`src/rtl/pc_pkg.sv`:
```
// pc_pkg: shared widths and reset value for the fetch-stage PC logic
package pc_pkg;
  localparam int PC_WIDTH = 64;
  localparam int INSTR_BYTES = 4;
  localparam int COND_W = 19;
  localparam int BR_W = 26;
  localparam logic [PC_WIDTH-1:0] RESET_PC = '0;
endpackage

```
`src/rtl/pc_branch_offset.sv`:
```
// pc_branch_offset: sign-extends the selected branch word offset and scales it to bytes
module pc_branch_offset #(
  parameter int W  = 64,
  parameter int CW = 19,
  parameter int BW = 26
) (
  input  logic [CW-1:0] cond_addr19,
  input  logic [BW-1:0] br_addr26,
  input  logic          uncond_br,
  output logic [W-1:0]  off_sh
);
  logic [W-1:0] w_cond;
  logic [W-1:0] w_br;
  assign w_cond = {{(W-CW){cond_addr19[CW-1]}}, cond_addr19};
  assign w_br   = {{(W-BW){br_addr26[BW-1]}}, br_addr26};
  assign off_sh = (uncond_br ? w_br : w_cond) << 2;
endmodule

```
`src/rtl/pc_next_unit.sv`:
```
// pc_next_unit: fetch-stage PC register with sequential/branch next-PC selection
module pc_next_unit
  import pc_pkg::*;
#(
  parameter int                  P_PC_WIDTH = PC_WIDTH,
  parameter int                  P_COND_W   = COND_W,
  parameter int                  P_BR_W     = BR_W,
  parameter logic [P_PC_WIDTH-1:0] P_RESET_PC = RESET_PC
) (
  input  logic                  clk,
  input  logic                  rst_n,
  input  logic                  pc_en,
  input  logic [P_COND_W-1:0]   cond_addr19,
  input  logic [P_BR_W-1:0]     br_addr26,
  input  logic                  uncond_br,
  input  logic                  br_taken,
  output logic [P_PC_WIDTH-1:0] pc,
  output logic [P_PC_WIDTH-1:0] next_pc
);
  logic [P_PC_WIDTH-1:0] r_pc;
  logic [P_PC_WIDTH-1:0] w_off;
  logic [P_PC_WIDTH-1:0] w_seq;
  logic [P_PC_WIDTH-1:0] w_tgt;
  pc_branch_offset #(.W(P_PC_WIDTH), .CW(P_COND_W), .BW(P_BR_W)) u_off (
    .cond_addr19(cond_addr19),
    .br_addr26  (br_addr26),
    .uncond_br  (uncond_br),
    .off_sh     (w_off)
  );
  assign w_seq   = r_pc + P_PC_WIDTH'(INSTR_BYTES);
  assign w_tgt   = r_pc + w_off;
  assign next_pc = br_taken ? w_tgt : w_seq;
  assign pc      = r_pc;
  always_ff @(posedge clk or negedge rst_n)
    if (!rst_n) r_pc <= P_RESET_PC;
    else if (pc_en) r_pc <= next_pc;
endmodule

```
`config.mk`:
```
export PLATFORM = sky130hd
export DESIGN_NAME = pc_next_unit
export DESIGN_NICKNAME = d
export VERILOG_FILES = /design/src/rtl/pc_pkg.sv /design/src/rtl/pc_branch_offset.sv /design/src/rtl/pc_next_unit.sv
export SDC_FILE = /design/constraint.sdc
export NUM_CORES = 1
export LEC_CHECK = 0
export ABC_CLOCK_PERIOD_IN_PS = 9200
export CORE_AREA = 2 2 103 144
export DETAILED_ROUTE_END_ITERATION = 10
export DIE_AREA = 0 0 105 146
export DONT_BUFFER_PORTS = 1
export GPL_ROUTABILITY_DRIVEN = 0
export PLACE_DENSITY = 0.73
export SYNTH_ARGS = -nofsm -noshare
export SYNTH_HDL_FRONTEND = slang
export SYNTH_SLANG_ARGS = --single-unit
```
`constraint.sdc`:
```
create_clock -name clk -period 9.2 [get_ports clk]
set_clock_uncertainty 0.05 [all_clocks]
set_input_delay 1.38 -clock clk [delete_from_list [all_inputs] [get_ports clk]]
set_output_delay 1.38 -clock clk [all_outputs]
set_load 0.02 [all_outputs]
```
=== Word-level counts from Yosys, hierarchy flattened ===
Cells that the tools add are included.

* Register bits: 64
* Logic and storage cells: 5

* Mux-type cells: 2
* Add/sub/neg operators: 2

{| class="wikitable"
|+ Operators by type and width
! operator !! count
|-
| 64-bit by 3-bit adder with 64-bit output, second input constant || 1
|-
| 64-bit adder || 1
|-
| 64-bit 2-to-1 mux || 1
|-
| 62-bit 2-to-1 mux || 1
|}

=== Depth between registers and ports, before layout ===
* Depth after elaboration: 3
* Depth in mapped cells: 16
* Mapped depth without buffers: 14

=== By module ===
Synthesis repeated with hierarchy kept, for this count alone.

* Cell total of the unflattened synthesis: 1243
* Area total of the unflattened synthesis: 9525.4 um2

{| class="wikitable"
|+ Modules (own cells, without submodules)
! module !! seq. area each (um2) !! area an instance (um2) !! cells an instance !! instances
|-
| pc_next_unit || 1601.5 || 8817.2 || 1175 || 1
|-
| pc_branch_offset || 0.0 || 708.2 || 68 || 1
|}

=== Worst setup path before layout ===
OpenSTA, ideal clock, no wires.

* Path type: in2out
* Start: input port uncond_br
* End: output port next_pc[63]
* Required time: 7770 ps
* Cell stages on the path: 14
* Slack: 775 ps
* Buffers on the path: 2
* Arrival time: 6995 ps
* Path through: clkbuf_1 nand2b_1 a21boi_0 ha_1 clkbuf_1 and4_1 nor3b_1 nand4_1 nor3_1 a211o_1 o31a_1 a41o_1 xnor2_1 xnor2_1

* Cells in the longest elaborated chain, start to end: 3

{| class="wikitable"
|+ RTL lines
! element !! line !! RTL
|-
| start, declared || pc_next_unit.sv:15 || <nowiki>input logic uncond_br,</nowiki>
|-
| 62-bit 2-to-1 mux || pc_branch_offset.sv:16 || <nowiki>assign off_sh = (uncond_br ? w_br : w_cond) << 2;</nowiki>
|-
| 64-bit adder || pc_next_unit.sv:31 || <nowiki>assign w_tgt = r_pc + w_off;</nowiki>
|-
| 64-bit 2-to-1 mux || pc_next_unit.sv:32 || <nowiki>assign next_pc = br_taken ? w_tgt : w_seq;</nowiki>
|-
| end, declared || pc_next_unit.sv:18 || <nowiki>output logic [P_PC_WIDTH-1:0] next_pc</nowiki>
|}

Every way passes these cells.

=== Worst setup path after layout ===
* Start: input port uncond_br
* End: output port next_pc[48]

The elaborated chain is that of the path after synthesis.

==> flow_summary.ini <==
[status]
status = finished clean

[global_route]
antenna_found_initial = 0
grt_use_met1 = 0.279
grt_pass1_vias = 6214
grt_pass1_wl_um = 31400
grt_max_degree = 76
use_met3 = 0.0596
grt_overflow = 0
top_usage_layer = met2
grt_usage = 0.251
use_met2 = 0.454

[logic_synthesis]
async_reset_ff_frac = 1.00
synth.avg_cell_area_um2 = 8.23
synthAdderAreaFrac = 0.116
synthMostInstantiatedCell = a21oi_1
synth_top_area_share = 0.230
syn_area_mm2 = 0.00675
syn_inst = 820
synthXorXnorAreaFrac = 0.0740
synth_compound_area_frac = 0.253
yosysWarnings = 0
synth_edf_count = 0
synth_simple_gate_area_frac = 0.173
synth_top_cell_by_area = dfrtp_1
synth.area.mux_share = 0.113
synth_seq_cells = 62
synth_area_leaders = dfrtp_1, ha_1, mux2_2, a21oi_1, xnor2_1
synth_top_family_by_area = compound AO/OA/AOI/OAI gates
netlist_top_cells_count = a21oi_1, nand2_1, dfrtp_1
synth_cell_types = 62
synth-main-ff-cell = dfrtp_1
ys_seq_area_frac = 0.230

[drt]
drtPass1Iterations = 5
via_per_inst = 6.37
vias = 6238
remaining_drc_errors = 0
antenna_left = 0
dr.first_iter.drc_count = 246
routed_wl_um = 19400
wl_per_cell_um = 19.9

[cts]
path_clk_slew_ns = 0.06
ctsResizeCount = 0
cts.htree.levels = 3
cts_hold_buf = 0
cts_tree = built
insertion_delay_ns = 0.34
cts.sink_count = 62
root_buffer = clkbuf_16
clock_path_buffers = 2
cts_buffers = 9
postCtsSetupRepairBufs = 0

[worst_setup_path]
regToRegStartpoint = pc[2]
cp-endpoint = next_pc[48]
cp.depth = 13
worstSetupEndpointType = output pin
reg2reg_depth = 12
ff2ff_setup_slack_ns = 5.18
crit_fanout = 39
cp_top_family = compound AO/OA/AOI/OAI gates
crit_required_ns = 7.77
cp_slowest_cell = a21oi_1
path_cells = nand2b_1, a21boi_4, buf_4, ha_1, a21oi_1, o21bai_1, a21oi_1, a2111oi_0, a211oi_1, o21bai_1, nor2_1, o21ai_0, xor2_1
rr_endpoint = pc[46]
critPathLaunchType = input port
cpPeakStageDelay_ns = 0.44
crit_start = uncond_br
critPathKind = in -> out
crit_buf_inv = 1
cp.arrival_ns = 5.05

[timing]
timing.setup.tns_ns = 0
slew_violations = 0
finalCritPeriodShare = 0.704
rsz0062_at_grt = false
report.final.setup_viol = 0
maxSlewHeadroom = 0.441
worst_pin_slew_ns = 0.832
layout_min_cycle_time_ns = 6.48
worst_slack_ns = 2.72
max_freq_mhz = 154
hold_violations = 0

[die]
die-area_mm2 = 0.0153
fp.dieW_um = 105
core_area_mm2 = 0.0139
initial_utilization = 0.485
die_height_um = 146
ioPinCount = 178
num_rows = 51

[cells_and_area]
antenna_cells = 0
post-route-util = 0.511
largest_reg_flops = 62
drive_above_1_share = 0.0932
syn_to_final_growth_pct = 5.25
fin_nets = 901

[job]
cap_violations = 0

[pwr]
p_per_area_mw_per_mm2 = 423
p_leak_uw = 0.00315
irDropWorstVdd_mv = 0.190

[place]
dp_hpwl_um = 15000
io_buffers = 0
dp_slack_ns = 2.81

[hold_path]
hold_path.class = reg -> reg
holdPathStages = 1
-- metrics by stage --
step                      total power, µW  hold WS (ns)  instance area, µm²  std cells
after floorplan                      2280         0.562                6760        823
after global routing                 3210         0.629                7100        979
after detailed placement             2660         0.585                6820        963
final                                3000         0.599                7100        979
after global placement               2630         0.587                6820        963
after CTS                            3010         0.598                7100        979
-- placed cells by master (no fill, tap or decap), types with 25 or more instances in the layout --
cell type / netlist / final
nand4_1: 25 / 25
nand2_1: 77 / 77
dfrtp_1: 62 / 62
ha_1: 61 / 61
a21oi_1: 85 / 85
mux2_2: 47 / 47
xnor2_1: 38 / 38
o21ai_0: 45 / 45
nor2_1: 45 / 45
a21o_1: 30 / 30
-- where the power goes --
part           internal, µW  switching [µW]  total, µW
Clock                   208             129        337
Combinational           636            1290       1930
Sequential              414             327        741
-- worst min path at each step --
stage            from     end  slack [ns]
2_1_floorplan  pc[63]  pc[63]        0.56
3_3_place_gp   pc[63]  pc[63]        0.59
3_5_place_dp   pc[63]  pc[63]        0.58
4_1_cts        pc[63]  pc[63]        0.60
5_1_grt        pc[63]  pc[63]        0.63
6_report       pc[63]  pc[63]        0.60
-- metal layers --
layer | wire (µm) | part of all wire | vias up
met5 | 0 | 0 | -
met4 | 608 | 0.031 | 0
met3 | 1290 | 0.067 | 50
met2 | 10000 | 0.52 | 254
met1 | 7500 | 0.39 | 2968
li1 | - | - | 2966
-- kinds of logic (layout without fill, tap and decap cells) --
family / Yosys count / after routing
AO/OA/AOI/OAI: 261 / 261
AND/OR/NAND/NOR: 238 / 238
multiplexers: 70 / 70
buffers and inverters: 69 / 40
adder cells (fa/ha/maj): 62 / 62
flip-flops: 62 / 62
XOR/XNOR: 57 / 57
other: 1 / 4
-- layout make-up --
type / count / area, µm²
clock buffer: 11 / 233
clock inverter: 5 / 50.0
fill: 1356 / 6810
inverter: 23 / 86.3
multi-input combinational: 692 / 4940
sequential: 62 / 1550
tap: 185 / 231
timing repair buffer: 1 / 7.51
No activity file was read; power rests on OpenSTA's default activity.
